`src/rtl/frame_manager_pkg.sv`:
```
// frame_manager_pkg: draw-area geometry, bus widths and the draw-sequencer state type
package frame_manager_pkg;
  localparam int DRAW_WIDTH = 160;
  localparam int DRAW_HEIGHT = 120;
  localparam int DRAW_WIDTH_ADDRW = $clog2(DRAW_WIDTH);
  localparam int DRAW_HEIGHT_ADDRW = $clog2(DRAW_HEIGHT);
  localparam int COLOR_DEPTH = 12;
  localparam int SOURCE_SEL_ADDRW = 2;
  localparam int FB_ADDRW = $clog2(DRAW_WIDTH * DRAW_HEIGHT);
  typedef enum logic [2:0] {S_IDLE, S_SELECT, S_AWAIT, S_ACCEPT, S_NEXT, S_DONE} draw_seq_state_t;
  function automatic logic [FB_ADDRW-1:0] fb_linear(
    input logic [DRAW_WIDTH_ADDRW-1:0] x,
    input logic [DRAW_HEIGHT_ADDRW-1:0] y
  );
    return FB_ADDRW'(32'(y) * DRAW_WIDTH + 32'(x));
  endfunction
endpackage

```
`src/rtl/draw_source_sequencer_if.sv`:
```
// draw_source_sequencer_if: draw-manager write bus between the sequencer and the draw sources
interface draw_source_sequencer_if;
  import frame_manager_pkg::*;
  logic [SOURCE_SEL_ADDRW-1:0] write_source_sel;
  logic write_awaited;
  logic write_active;
  logic [COLOR_DEPTH-1:0] write_color_data;
  logic write_transparent;
  logic [DRAW_WIDTH_ADDRW-1:0] write_x_addr;
  logic [DRAW_HEIGHT_ADDRW-1:0] write_y_addr;
  modport master (
    output write_source_sel, write_awaited,
    input write_active, write_color_data, write_transparent, write_x_addr, write_y_addr
  );
  modport slave (
    input write_source_sel, write_awaited,
    output write_active, write_color_data, write_transparent, write_x_addr, write_y_addr
  );
endinterface

```
`src/rtl/fb_pixel_addr.sv`:
```
// fb_pixel_addr: registered range check and linear framebuffer address for one pixel
module fb_pixel_addr
  import frame_manager_pkg::*;
(
  input  logic clk,
  input  logic rst,
  input  logic en,
  input  logic transparent,
  input  logic [DRAW_WIDTH_ADDRW-1:0] x,
  input  logic [DRAW_HEIGHT_ADDRW-1:0] y,
  output logic valid,
  output logic [FB_ADDRW-1:0] addr
);
  always_ff @(posedge clk) begin
    if (rst) begin
      valid <= 1'b0;
      addr <= '0;
    end else begin
      valid <= en && !transparent && 32'(x) < DRAW_WIDTH && 32'(y) < DRAW_HEIGHT;
      addr <= en ? fb_linear(x, y) : addr;
    end
  end
endmodule

```
`src/rtl/draw_source_sequencer.sv`:
```
// draw_source_sequencer: walks every draw source once per frame and turns their pixel bursts into framebuffer writes
module draw_source_sequencer
  import frame_manager_pkg::*;
#(
  parameter int NUM_SOURCES = 4,
  parameter int TIMEOUT_CYCLES = 4096,
  parameter int CNT_W = 16
) (
  input  logic clk,
  input  logic rst,
  input  logic frame_start,
  draw_source_sequencer_if.master bus,
  output logic fb_we,
  output logic [FB_ADDRW-1:0] fb_addr,
  output logic [COLOR_DEPTH-1:0] fb_data,
  output logic busy,
  output logic frame_done,
  output logic timeout_err,
  output logic [CNT_W-1:0] pixels_written,
  output logic [CNT_W-1:0] pixels_dropped
);
  localparam int TO_W = TIMEOUT_CYCLES > 1 ? $clog2(TIMEOUT_CYCLES) : 1;
  localparam logic [TO_W-1:0] TO_LAST = TO_W'(TIMEOUT_CYCLES - 1);
  localparam logic [SOURCE_SEL_ADDRW-1:0] IDX_LAST = SOURCE_SEL_ADDRW'(NUM_SOURCES - 1);
  draw_seq_state_t state, state_nx;
  logic [SOURCE_SEL_ADDRW-1:0] idx;
  logic [TO_W-1:0] to_cnt;
  logic accept, accept_q, start, to_hit;
  always_ff @(posedge clk) state <= rst ? S_IDLE : state_nx;
  always_comb begin
    state_nx = state;
    case (state)
      S_IDLE:   state_nx = frame_start ? S_SELECT : S_IDLE;
      S_SELECT: state_nx = S_AWAIT;
      S_AWAIT:  state_nx = bus.write_active ? S_ACCEPT : to_hit ? S_NEXT : S_AWAIT;
      S_ACCEPT: state_nx = bus.write_active ? S_ACCEPT : S_NEXT;
      S_NEXT:   state_nx = idx == IDX_LAST ? S_DONE : S_SELECT;
      S_DONE:   state_nx = S_IDLE;
      default:  state_nx = S_IDLE;
    endcase
  end
  always_comb begin
    bus.write_awaited = state == S_AWAIT;
    busy = state != S_IDLE;
    frame_done = state == S_DONE;
    accept = (state == S_AWAIT || state == S_ACCEPT) && bus.write_active;
    start = state == S_IDLE && frame_start;
    to_hit = state == S_AWAIT && to_cnt == TO_LAST;
  end
  assign bus.write_source_sel = idx;
  fb_pixel_addr u_pixel_addr (
    .clk(clk),
    .rst(rst),
    .en(accept),
    .transparent(bus.write_transparent),
    .x(bus.write_x_addr),
    .y(bus.write_y_addr),
    .valid(fb_we),
    .addr(fb_addr)
  );
  // counters follow the registered verdict, so they settle one cycle after each accepted pixel
  always_ff @(posedge clk) begin
    if (rst) begin
      idx <= '0;
      to_cnt <= '0;
      timeout_err <= 1'b0;
      pixels_written <= '0;
      pixels_dropped <= '0;
      fb_data <= '0;
      accept_q <= 1'b0;
    end else begin
      accept_q <= accept;
      to_cnt <= state == S_AWAIT ? to_cnt + 1'b1 : '0;
      if (accept) fb_data <= bus.write_color_data;
      if (state == S_NEXT && idx != IDX_LAST) idx <= idx + 1'b1;
      if (to_hit && !bus.write_active) timeout_err <= 1'b1;
      if (accept_q && fb_we) pixels_written <= pixels_written + CNT_W'(pixels_written != '1);
      if (accept_q && !fb_we) pixels_dropped <= pixels_dropped + CNT_W'(pixels_dropped != '1);
      if (start) begin
        idx <= '0;
        timeout_err <= 1'b0;
        pixels_written <= '0;
        pixels_dropped <= '0;
      end
    end
  end
endmodule
```
`src/flat_wrapper.sv`:
```
// flat-port wrapper written by rule: the top's interface ports become plain ports
module draw_source_sequencer_flat import frame_manager_pkg::*;
#(
  parameter int NUM_SOURCES = 4,
  parameter int TIMEOUT_CYCLES = 4096,
  parameter int CNT_W = 16
)
  (clk, rst, frame_start, fb_we, fb_addr, fb_data, busy, frame_done, timeout_err, pixels_written, pixels_dropped, bus_write_source_sel, bus_write_awaited, bus_write_active, bus_write_color_data, bus_write_transparent, bus_write_x_addr, bus_write_y_addr);
  draw_source_sequencer_if bus_i ();
  input  logic clk;
  input  logic rst;
  input  logic frame_start;
  output logic fb_we;
  output logic [FB_ADDRW-1:0] fb_addr;
  output logic [COLOR_DEPTH-1:0] fb_data;
  output logic busy;
  output logic frame_done;
  output logic timeout_err;
  output logic [CNT_W-1:0] pixels_written;
  output logic [CNT_W-1:0] pixels_dropped;
  output wire logic [$bits(bus_i.write_source_sel)-1:0] bus_write_source_sel;
  output wire logic [$bits(bus_i.write_awaited)-1:0] bus_write_awaited;
  input wire logic [$bits(bus_i.write_active)-1:0] bus_write_active;
  input wire logic [$bits(bus_i.write_color_data)-1:0] bus_write_color_data;
  input wire logic [$bits(bus_i.write_transparent)-1:0] bus_write_transparent;
  input wire logic [$bits(bus_i.write_x_addr)-1:0] bus_write_x_addr;
  input wire logic [$bits(bus_i.write_y_addr)-1:0] bus_write_y_addr;
  assign bus_write_source_sel = bus_i.write_source_sel;
  assign bus_write_awaited = bus_i.write_awaited;
  assign bus_i.write_active = bus_write_active;
  assign bus_i.write_color_data = bus_write_color_data;
  assign bus_i.write_transparent = bus_write_transparent;
  assign bus_i.write_x_addr = bus_write_x_addr;
  assign bus_i.write_y_addr = bus_write_y_addr;
  draw_source_sequencer #(.NUM_SOURCES(NUM_SOURCES), .TIMEOUT_CYCLES(TIMEOUT_CYCLES), .CNT_W(CNT_W)) u_core (.clk(clk), .rst(rst), .frame_start(frame_start), .bus(bus_i), .fb_we(fb_we), .fb_addr(fb_addr), .fb_data(fb_data), .busy(busy), .frame_done(frame_done), .timeout_err(timeout_err), .pixels_written(pixels_written), .pixels_dropped(pixels_dropped));
endmodule
```
`config.mk`:
```
export PLATFORM = sky130hd
export DESIGN_NAME = draw_source_sequencer_flat
export DESIGN_NICKNAME = d
export VERILOG_FILES = /design/src/rtl/frame_manager_pkg.sv /design/src/rtl/draw_source_sequencer_if.sv /design/src/rtl/fb_pixel_addr.sv /design/src/rtl/draw_source_sequencer.sv /design/src/flat_wrapper.sv
export SDC_FILE = /design/constraint.sdc
export NUM_CORES = 1
export LEC_CHECK = 0
export CAP_MARGIN = 40
export CORE_MARGIN = 5
export CORE_UTILIZATION = 49
export CTS_CLUSTER_DIAMETER = 200
export DETAILED_ROUTE_END_ITERATION = 10
export PLACE_DENSITY_LB_ADDON = 0.12
export RECOVER_POWER = 25
export REMOVE_ABC_BUFFERS = 1
export SLEW_MARGIN = 20
export SYNTH_ARGS = -nofsm -noshare
export SYNTH_HDL_FRONTEND = slang
export SYNTH_SLANG_ARGS = --single-unit
```
`constraint.sdc`:
```
create_clock -name clk -period 2.9 [get_ports clk]
set_clock_uncertainty 0.1 [all_clocks]
set_input_delay 0.58 -clock clk [delete_from_list [all_inputs] [get_ports clk]]
set_output_delay 0.58 -clock clk [all_outputs]
set_load 0.02 [all_outputs]
```
Word-level counts from Yosys, hierarchy flattened
Index checks and enable logic that the tools add are counted.

word-level totals
  register bits = 79
  output and inout port bits = 66
  word-level logic and storage cells = 53
  bits of input ports = 32

operators by class
  eq/ne operators = 10
  multipliers = 1
  $add $sub $neg = 5
  mux-type cells = 6
  order comparisons = 2
  reduce and logical (&&, ||, !) cells = 18
  bitwise logic cells = 1

operators with widths
  kind                                                                 count
  16-bit by 1-bit adder with 16-bit output                             2
  16-bit inequality test, second input constant                        2
  15-bit by 8-bit adder with 15-bit output                             1
  3-bit one-hot mux with 5 select lines                                1
  12-bit by 1-bit adder with 12-bit output, second input constant      1
  12-bit == test, second input constant                                1
  3-bit two-way mux                                                    4
  1-bit logical AND                                                    10
  7-bit by 3-bit multiplier with 10-bit output, second input constant  1
  8-bit less-than comparator, second input constant                    1
  7-bit less-than comparator, second input constant                    1
  3-bit by 2-bit == test with 1-bit output, second input constant      2
  3-bit == test, second input constant                                 2
  2-bit OR reduction                                                   2
  3-bit by 1-bit == test with 1-bit output, second input constant      1
  1-bit zero test                                                      3
  3-bit zero test                                                      1
  3-bit nonzero test                                                   1
  2-bit by 1-bit adder with 2-bit output, second input constant        1
  2-bit == test, second input constant                                 1
  2-bit inequality test, second input constant                         1
  1-bit logical OR                                                     1
  1-bit two-way mux                                                    1
  1-bit inverter                                                       1

Longest topological paths before layout
Gate-level depths: netlist of run 1.

  depth in word-level cells = 6
  depth in mapped cells = 11
  gate-level depth less buffers = 11

Cells and area by module
A second synthesis of run 1 with hierarchy kept.

unflattened totals
  cell total of the unflattened synthesis = 436
  area, all modules = 3,807.4 µm²

by module, submodules not included
  module                 sequential area each (µm²)  times used  area each (µm²)  cells an instance
  draw_source_sequencer  1,261.2                     1           2,753.9          323
  fb_pixel_addr          320.3                       1           1,053.5          113

Worst setup path before layout of run 1
No wires, ideal clock.

  path kind = register to register
  start = register u_core.pixels_dropped[4]
  end = register u_core.pixels_dropped[7]
  path buffers = 0
  stages on the path, launching flop included = 11
  required time = 2,672 ps
  library setup time = 128 ps
  clock period less this slack = 2,750 ps
  path slack = 150 ps
  arrival time = 2,522 ps
  path through = dfxtp_1 > and4_4 > and4_4 > nand3_4 > or4_1 > ha_1 > and3_1 > and3_1 > nand4_1 > xor2_1 > nor2_1

on the way
  longest elaborated chain between the ends = 2

RTL lines
  what                                        RTL line                     text
  start: declaration                          draw_source_sequencer.sv:20  output logic [CNT_W-1:0] pixels_dropped
  start signal: assignment                    draw_source_sequencer.sv:78  if (accept_q && !fb_we) pixels_dropped <= pixels_dropped + CNT_W'(pixels_dropped != '1);
  16-bit inequality test                      draw_source_sequencer.sv:78
  16-bit by 1-bit adder with 16-bit output *  draw_source_sequencer.sv:78

Every way passes the cells marked *; elsewhere a longest branch is shown, timed or not.
A chain may end at the register's enable or synchronous reset.

Final worst setup path of run 1
  start = input port bus_write_y_addr[3]
  end = register u_core.u_pixel_addr.addr[14]

on the way
  longest elaborated chain between the ends = 2

RTL lines
  what                                          RTL line                 text
  start: declaration                            flat_wrapper.sv:27       input wire logic [$bits(bus_i.write_y_addr)-1:0] bus_write_y_addr;
  7-bit by 3-bit multiplier with 10-bit output  frame_manager_pkg.sv:15  return FB_ADDRW'(32'(y) * DRAW_WIDTH + 32'(x));
  15-bit by 8-bit adder with 15-bit output      frame_manager_pkg.sv:15
  end signal: assignment                        fb_pixel_addr.sv:20      addr <= en ? fb_linear(x, y) : addr;
  end: declaration                              fb_pixel_addr.sv:12      output logic [FB_ADDRW-1:0] addr

No other way between the ends.

==> results of run 1 <==
==> layout by cell type (no fill, tap or decap), types with 2 or more instances in the layout <==
cell type        instances
clkdlybuf4s50_1         95
dfxtp_1                 77
nand2_1                 66
nor2_1                  54
a21oi_1                 37
xor2_1                  23
buf_4                   23
nand3_1                 19
ha_1                    18
inv_1                   15
o21ai_0                 14
xnor2_1                 12
nand4_1                 10
or3_1                    9
clkbuf_8                 9
a211oi_1                 6
and3_1                   4
nor3_1                   4
nor4_2                   3
or4_1                    3
nor2b_1                  3
mux2i_1                  3
and4_4                   2
nand2b_1                 2
o21bai_1                 2
nor3b_1                  2
o31ai_1                  2
and4_1                   2
a211oi_2                 2
o21ba_2                  2
clkinv_2                 2
clkbuf_1                 2
dlygate4sd3_1            2
dfxtp_2                  2
==> worst register-to-register path, stage by stage, from the launching register on <==
cell,delay (ns)
dfxtp_2,0.38
and4_4,0.26
and4_4,0.26
nand3_4,0.10
or4_1,0.54
ha_1,0.21
and3_1,0.19
and3_1,0.24
nand4_1,0.12
xor2_1,0.15
nor2_1,0.05
==> final cells by class <==
type	count	area, um2	area share [%]
clock buffers	11	131	2.56
clock inverters	4	47.5	0.928
inverters	15	56.3	1.10
multi-input cells	326	2040	39.8
flip-flops and latches	79	1580	30.9
well taps	99	124	2.42
repair buffers	120	1140	22.3
==> per-stage QoR <==
stage          instance area (um2)  instances  power (mW)  TNS (ns)  utilization, %
4_1_cts                       5070        653        2.25         0            69.6
2_1_floorplan                 3630        420        1.32         0               -
3_5_place_dp                  4890        638        1.49     -1.09            67.1
6_report                      5120        654        2.23         0            70.3
3_3_place_gp                  4890        638        1.48    -0.868            67.1
5_1_grt                       5120        654        2.35  -0.00154            70.3
==> registers in the layout (all words and copies together) (netlist names) <==
| register | cells |
|---|---|
| u_core.to_cnt | 12 |
| u_core.u_pixel_addr.addr | 15 |
| u_core.state | 3 |
| u_core.u_pixel_addr.valid | 1 |
| u_core.fb_data | 12 |
| u_core.pixels_dropped | 16 |
| u_core.bus.write_source_sel | 2 |
| u_core.pixels_written | 16 |
| u_core.accept_q | 1 |
| u_core.timeout_err | 1 |
==> worst max path at each step <==
| stage | startpoint | endpoint | slack [ns] | cells after the start |
|---|---|---|---|---|
| final | bus_write_y_addr[3] | u_core.u_pixel_addr.addr[14]$_SDFFE_PP0P_ | 0.07 | 9 |
| after global routing | bus_write_y_addr[1] | u_core.u_pixel_addr.addr[13]$_SDFFE_PP0P_ | -0.002 | 9 |
| after CTS | bus_write_y_addr[1] | u_core.u_pixel_addr.addr[14]$_SDFFE_PP0P_ | 0.004 | 10 |
| after detailed placement | bus_write_y_addr[1] | u_core.u_pixel_addr.addr[13]$_SDFFE_PP0P_ | -0.33 | 9 |
| after global placement | bus_write_y_addr[1] | u_core.u_pixel_addr.addr[14]$_SDFFE_PP0P_ | -0.27 | 10 |
| after floorplan | u_core.pixels_dropped[4]$_SDFFE_PP0P_ | u_core.pixels_dropped[7]$_SDFFE_PP0P_ | 0.1 | 10 |
==> timing repair <==
item | in CTS | in global routing
setup buffers | 0 | 1
resized for setup | 0 | 11
endpoints found under the setup margin | 0 | 12
==> power by group through the flow <==
stage                     logic [mW]  clock network (mW)  registers, mW
after detailed placement       0.344                   0           1.14
after floorplan                0.160                   0           1.16
after global routing           0.392               0.835           1.12
after CTS                      0.346               0.781           1.12
final                          0.360               0.755           1.12
after global placement         0.340                   0           1.14
==> metal layers <==
metal	vias up	track usage, %
met2	67	34.3
met4	0	7.24
met5	-	0
met3	14	5.25
li1	1732	-
met1	1571	20.9
==> cell families (layout without fill, tap and decap cells) <==
logic type,after synthesis,count (layout),share of synthesized area (%)
AOI/OAI and AO/OA,74,74,12.2
xor gates and xnor gates,36,36,8.56
adders and majority gates,21,21,7.54
buffers and inverters,30,150,3.09
DFF,79,79,42.9
muxes,3,3,0.815
and+or+nand+nor,192,192,24.9
==> impl_metrics.toml, run 1 <==
[run_status]
outcome = "completed"

[power_and_ir_drop]
p_switching_mw = 0.558
switching_share_pct = 25.0
p_leak_nw = 1.78
pwr-share-clk_pct = 33.8
p_comb_share_pct = 16.1
p_int_mw = 1.67
seqPwrFrac_pct = 50.1
power_density_mw_per_mm2 = 436
ir_drop_v = 0.000256

[global_routing]
grt_pass1_wl_um = 14900
overflow = 0
grt_max_degree = 35
grt_pass1_vias = 3260
antenna_found_initial = 0
track_usage_pct = 18.9

[placement]
portBuffers = 97
globalplace.congestion = 0.867
dpl_worst_slack_ns = -0.332
dpl.hpwl_um = 6420

[synth]
synth_top_area_share_pct = 42.9
yosysSeqAreaShare_pct = 42.9
async_reset_ff_share_pct = 0
yosysWarnings = 0
synth_top_area_cell = "dfxtp_1"
synth_edf_count = 0
synthTopCellsByArea = "dfxtp_1 43%, nand2_1 6.7%, ha_1 6.5%, xor2_1 5.7%, nor2_1 5.6%"
synthFlopType = "dfxtp_1"
avgSynthCellArea_um2 = 8.47
yosysMostFrequentCell = "dfxtp_1"
synth_seq_cells = 79
synthTopCellsByCount = "79 x dfxtp_1, 66 x nand2_1, 55 x nor2_1"
netlist_area_mm2 = 0.00368
ys_types = 44
postSynthCellCount = 435

[worst_setup_path]
slowest_delay_ns = 0.51
r2r_cells = 10
cp_max_fo = 4
worstSetupPathType = "primary input to flip-flop"
end_kind = "flip-flop"
r2r-start = "u_core.pixels_dropped[5]$_SDFFE_PP0P_"
crit_chain = "clkdlybuf4s50_1 > buf_4 > ha_1 > ha_4 > o21ai_1 > or4b_1 > o311ai_2 > nand3_1 > a311oi_2"
crit_required_ns = 3.05
cp_slowest_cell = "or4b_1"
critPathTopFamily = "simple AND/OR/NAND/NOR gates"
r2r-end = "u_core.pixels_dropped[7]$_SDFFE_PP0P_"
critPathArrivalTime_ns = 2.98
path_buf_inv = 2
cp-start-kind = "primary input"
r2r_setup_slack_ns = 0.19

[sta]
fin_ws_ns = 0.0706
fin_hold_ws_ns = 0.351
relSlewSlack_pct = 5.32
finalSetupViolCount = 0
slew_viol_final = 0
post-route-period-util_pct = 97.6
worstMarginPinSlew_ns = 1.42
max_clock_freq_ghz = 0.353
period_minus_slack_ns = 2.83
finalHoldViolations = 0

[floorplan]
core_mm2 = 0.00729
die_w_um = 96.7
initial_utilization_pct = 50.5
fp.dieH_um = 96.7
dieArea_mm2 = 0.00935
io_pins = 98
rows = 31

[routing]
dr.max_layer_used = "met4"
wl_per_cell_um = 13.4
wl_met3_um = 365
drt_iter0_markers = 128
dr.pass1.iters = 7
vias_per_cell = 5.17
drt-met1-wl_um = 3580
met2WireLength_um = 4660
ant_nets = 0
routed_wirelength_um = 8760
vias = 3384
drcViolationCount = 0

[min_path]
hold_end = "u_core.timeout_err$_SDFFE_PP0P_"
min_from = "u_core.timeout_err$_SDFFE_PP0P_"
min_delay_path_depth = 2
hold_class = "flip-flop to flip-flop"

[cells_and_area]
antennaDiodeCount = 0
drive_gt1_share_pct = 10.1
layout.nets = 604
syn2layout_area_growth_pct = 39.1
fillers = 641

[cts]
cts_root_buf = "clkbuf_8"
clock-sinks = 79
hold_buffers = 0
clkTransAtPathRegs_ns = 0.07
clkLatencyLatePin_ns = 0.34
cts-buffers-inserted = 9
cts_tree = "built"
h-tree-depth = 3
clk_path_buf_depth = 2

[flow_run]
maxCapViolCount = 0
No activity file was read; power rests on OpenSTA's default activity.
==> inputs of run 2 (changes only) <==
--- a/config.mk
+++ b/config.mk
@@ -12,7 +12,6 @@
 export DETAILED_ROUTE_END_ITERATION = 10
 export PLACE_DENSITY_LB_ADDON = 0.12
 export RECOVER_POWER = 25
-export REMOVE_ABC_BUFFERS = 1
 export SLEW_MARGIN = 20
 export SYNTH_ARGS = -nofsm -noshare
 export SYNTH_HDL_FRONTEND = slang
==> run 2 against run 1 <==
Count of clock-buffer cells in the layout decreased by 2; largest power group unchanged; die area unchanged; final cell count increased by 0.15%; power increased by 2.7%; largest cell class unchanged; sequential power about the same; fmax decreased by 0.36%; register-to-register slack got worse by 0.03 ns; hold slack got worse by 0.00081 ns; highest routed layer unchanged; first-iteration DRC count decreased by 34%.
==> impl_metrics.toml, run 2 (synthesized netlist as in run 1, its figures left out) <==
[run_status]
outcome = "completed"

[worst_setup_path]
crit_top_cell = "ha_1"
r2r_cells = 10
cp_slowest_cell = "clkdlybuf4s50_1"
end_kind = "flip-flop"
critPathLaunch = "bus_write_y_addr[1]"
r2r_setup_slack_ns = 0.16
worstSetupPathType = "primary input to flip-flop"
cp-start-kind = "primary input"
slowest_delay_ns = 0.44
crit_required_ns = 3.06
critPathArrivalTime_ns = 3.00
crit_chain = "clkdlybuf4s50_1 > ha_1 > ha_1 > fa_2 > xor2_2 > o2111ai_1 > nor4_2 > xnor2_1 > a211oi_1"
r2r-start = "u_core.pixels_dropped[7]$_SDFFE_PP0P_"
cp_max_fo = 3

[global_routing]
grt_max_degree = 35
track_usage_pct = 19.0
overflow = 0
grt_pass1_wl_um = 15000
grt_pass1_vias = 3262
antenna_found_initial = 0

[routing]
dr.pass1.iters = 4
vias_per_cell = 5.20
wl_met3_um = 538
routed_wirelength_um = 8960
drt_iter0_markers = 85
vias = 3404
met2WireLength_um = 4590
wl_per_cell_um = 13.7
dr.max_layer_used = "met4"
drt-met1-wl_um = 3730
drcViolationCount = 0
ant_nets = 0

[cells_and_area]
mostFrequentLayoutCells = "95 x clkdlybuf4s50_1, 79 x dfxtp_1, 66 x nand2_1"
layout.nets = 604
antennaDiodeCount = 0
final_common_cell = "clkdlybuf4s50_1"
fillers = 648
largest_registers = "u_core.pixels_dropped x16, u_core.pixels_written x16, u_core.u_pixel_addr.addr x15"
syn2layout_area_growth_pct = 39.6
drive_gt1_share_pct = 10.6
final_util_pct = 70.5

[cts]
cts-buffers-inserted = 9
cts_root_buf = "clkbuf_8"
clk_path_buf_depth = 2
clkTransAtPathRegs_ns = 0.08
hold_buffers = 0
clock-sinks = 79
h-tree-depth = 3
clkLatencyLatePin_ns = 0.35
cts_tree = "built"

[sta]
slew_viol_final = 0
finalSetupViolCount = 0
finalHoldViolations = 0
post-route-period-util_pct = 97.9
max_clock_freq_ghz = 0.352
period_minus_slack_ns = 2.84
worstMarginPinSlew_ns = 1.30
tns_ns = 0
fin_hold_ws_ns = 0.350
relSlewSlack_pct = 13.3

[power_and_ir_drop]
power_density_mw_per_mm2 = 446
finalPower_mw = 2.29
ir_drop_v = 0.000323
p_leak_nw = 1.79

[flow_run]
maxCapViolCount = 0

[floorplan]
rows = 31
initial_utilization_pct = 50.5
core_mm2 = 0.00729
fp.dieH_um = 96.7
dieArea_mm2 = 0.00935
io_pins = 98
die_w_um = 96.7

[placement]
dpl.hpwl_um = 6780
globalplace.congestion = 0.835
portBuffers = 97

[synth]
syn_nets = 488

[min_path]
hold_class = "flip-flop to flip-flop"
min_from = "u_core.to_cnt[0]$_SDFF_PP0_"
min_delay_path_depth = 1
[run 2: cell count changes in the layout (fill, tap and decap cells not counted), sizes merged]
cell and change:
clkinvlp +1, buf -1, clkinv +1, inv +1
clkbuf -1
[run 2: cell type report]
class	count	area (um2)	share of cell area (%)
Inverter	15	56.3	1.09
Clock buffer	9	124	2.41
Tap cell	99	124	2.41
Sequential cell	79	1580	30.7
Multi-Input combinational cell	326	2040	39.7
Clock inverter	7	72.6	1.41
Timing Repair Buffer	120	1140	22.2
[run 2: metrics by stage]
step	instances	worst slack, ns	cell area [um2]
floorplan	435	0.150	3680
global placement	638	-0.267	4890
detailed placement	638	-0.457	4890
CTS	654	-0.00349	5110
global route	655	-0.0164	5140
finish	655	0.0604	5140
[run 2: critical path: cells and delay by family]
kind | cells | cell delay, ns
XOR/XNOR | 2 | 0.28
AO/OA/AOI/OAI | 2 | 0.45
adder cells (fa/ha/maj) | 3 | 0.93
AND/OR/NAND/NOR | 1 | 0.31
buffers and inverters | 1 | 0.44
[run 2: final timing paths]
| check | to |
|---|---|
| setup / recovery | u_core.u_pixel_addr.addr[13]$_SDFFE_PP0P_ |
| hold / removal | u_core.to_cnt[0]$_SDFF_PP0_ |
| setup reg to reg | u_core.pixels_dropped[9]$_SDFFE_PP0P_ |
| hold reg to reg | u_core.to_cnt[0]$_SDFF_PP0_ |
[run 2: power by group]
part           internal, mW  leakage, nW  switching, mW
logic                 0.177         1.05          0.182
clock network         0.399       0.0956          0.416
registers              1.10        0.638         0.0154
total                  1.68         1.79          0.614
[run 2: what timing repair did]
item,4_1_cts,5_1_grt
endpoints found under the hold margin,0,0
setup endpoints to repair,2,4
setup buffers,0,1
resized for setup,5,5
pin swaps,1,2
[run 2: per-layer routing]
layer / global-route usage, % / vias up
met1: 21.3 / 1591
met4: 4.97 / 0
met3: 7.27 / 11
li1: - / 1728
met2: 33.5 / 74
met5: 0 / -
==> edit (config.mk and constraints of run 2) <==
Make the reset (`rst`) asynchronous in 2 clocked blocks.
--- a/src/rtl/fb_pixel_addr.sv
+++ b/src/rtl/fb_pixel_addr.sv
@@ -11,7 +11,7 @@
   output logic valid,
   output logic [FB_ADDRW-1:0] addr
 );
-  always_ff @(posedge clk) begin
+  always_ff @(posedge clk or posedge rst) begin
     if (rst) begin
       valid <= 1'b0;
       addr <= '0;
--- a/src/rtl/draw_source_sequencer.sv
+++ b/src/rtl/draw_source_sequencer.sv
@@ -59,7 +59,7 @@
     .addr(fb_addr)
   );
   // counters follow the registered verdict, so they settle one cycle after each accepted pixel
-  always_ff @(posedge clk) begin
+  always_ff @(posedge clk or posedge rst) begin
     if (rst) begin
       idx <= '0;
       to_cnt <= '0;
Function: differs if rst is asserted again (counterexample within 4 cycles, from zero or initial values and one cycle with rst high); with rst held inactive, the same outputs for 10 cycles.
==> edit against run 2 <==
Cell count unchanged; wire length up 3.9%; design area increased by 8.5%; setup slack better by 13 ps; highest routed layer unchanged; worst hold slack improved by 13 ps; count of clock-buffer cells in the layout up 2; synthesized area increased by 7.9%; largest cell class unchanged; sequential cell count unchanged.
Power is not compared: it rests on default switching activity, and its combinational part moved more than twofold at a synthesized area within 25%.
==> edit: results (changes against run 2) <==
synthesized-area fraction occupied by adder cells - 6.99% (was 7.54%)
FILL cells - 607 (was 648)
pre-CTS setup slack - -431 ps (was -457 ps)
status - finished clean (unchanged)
DP Area - 5280 um^2 (was 4890 um^2)
GP Congestion - 0.823 (was 0.835)
Post-Synth XOR/XNOR Area - 9.47% (was 8.56%)
HPWL Detailed - 6.69 mm (was 6.78 mm)
Final nets - 601 (was 604)
routed vias - 3381 (was 3404)
RR Startpoint - u_core.pixels_dropped[5] (was u_core.pixels_dropped[7])
capturing point of the worst reg2reg path - u_core.pixels_dropped[8] (was u_core.pixels_dropped[9])
reg2reg setup slack - 470 ps (was 160 ps)
share of the yosys chip area belonging to registers - 49.4% (was 42.9%)
global-route wire length before repair - 16.0 mm (was 15.0 mm)
Hold EP - u_core.to_cnt[0] (unchanged)
largest stage delay on the critical path - 510 ps (was 440 ps)
synth top area cells - dfrtp_1, nand2_1, xor2_1 (was dfxtp_1, nand2_1, ha_1)
placed cells - 639 (was 638)
largest net degree at the start of global routing - 40 (was 35)
CP top delay family - simple AND/OR/NAND/NOR gates (was adder cells)
Post-synth top cells - nand2_1, dfrtp_1, nor2_1, xor2_1 (was dfxtp_1, nand2_1, nor2_1, a21oi_1, xor2_1)
HP Start - u_core.to_cnt[0] (unchanged)
pin slew with the least headroom to its limit - 964 ps (was 1300 ps)
Slowest cell on crit path - or4_1 (was clkdlybuf4s50_1)
post-synthesis mux area share - 0.504% (was 0.815%)
worst hold margin - 363 ps (was 350 ps)
layout cells sized above 1 - 12.3% (was 10.6%)
GR Util All Layers - 19.7% (was 19.0%)
==> edit: worst max path at each step <==
stage	start	slack, ps	end
2_1_floorplan	bus_write_y_addr[1]	40	u_core.u_pixel_addr.addr[13]
3_3_place_gp	bus_write_y_addr[1]	-370	u_core.u_pixel_addr.addr[13]
3_5_place_dp	bus_write_y_addr[1]	-430	u_core.u_pixel_addr.addr[13]
4_1_cts	bus_write_y_addr[2]	20	u_core.u_pixel_addr.addr[13]
5_1_grt	bus_write_y_addr[5]	30	u_core.u_pixel_addr.addr[13]
6_report	bus_write_y_addr[5]	70	u_core.u_pixel_addr.addr[13]
==> edit: cells by family (layout without fill, tap and decap cells) <==
group / after synthesis / count (layout)
fa+ha+maj: 21 / 21
simple gates: 207 / 207
mux: 2 / 2
flops: 79 / 79
compound gates: 42 / 42
xor+xnor: 43 / 43
buf+inv: 25 / 159
==> edit: cell type report <==
cell class	count	share of cell area [%]
clock inverters	5	1.01
clock buffers	11	2.71
repair buffers	131	22.0
inverters	12	0.807
well taps	102	2.29
flip-flops and latches	79	35.1
multi-input cells	315	36.1
==> edit: report_power, final <==
group | total [mW] | switching [mW] | internal (mW)
Combinational | 0.960 | 0.493 | 0.467
Sequential | 1.33 | 0.0857 | 1.25
Clock | 0.845 | 0.402 | 0.444
Total | 3.14 | 0.981 | 2.16
==> edit: metal layers <==
layer | vias up | share of wire [%] | track usage, %
li1 | 1672 | - | -
met1 | 1627 | 41 | 24.0
met2 | 69 | 52 | 34.4
met3 | 13 | 5.2 | 5.21
met4 | 0 | 1.6 | 5.39
met5 | - | 0 | 0
==> edit: what timing repair did <==
item	CTS	global route
pin swaps	6	1
endpoints found under the setup margin	1	4
setup buffers	0	0
gates resized for setup	9	8
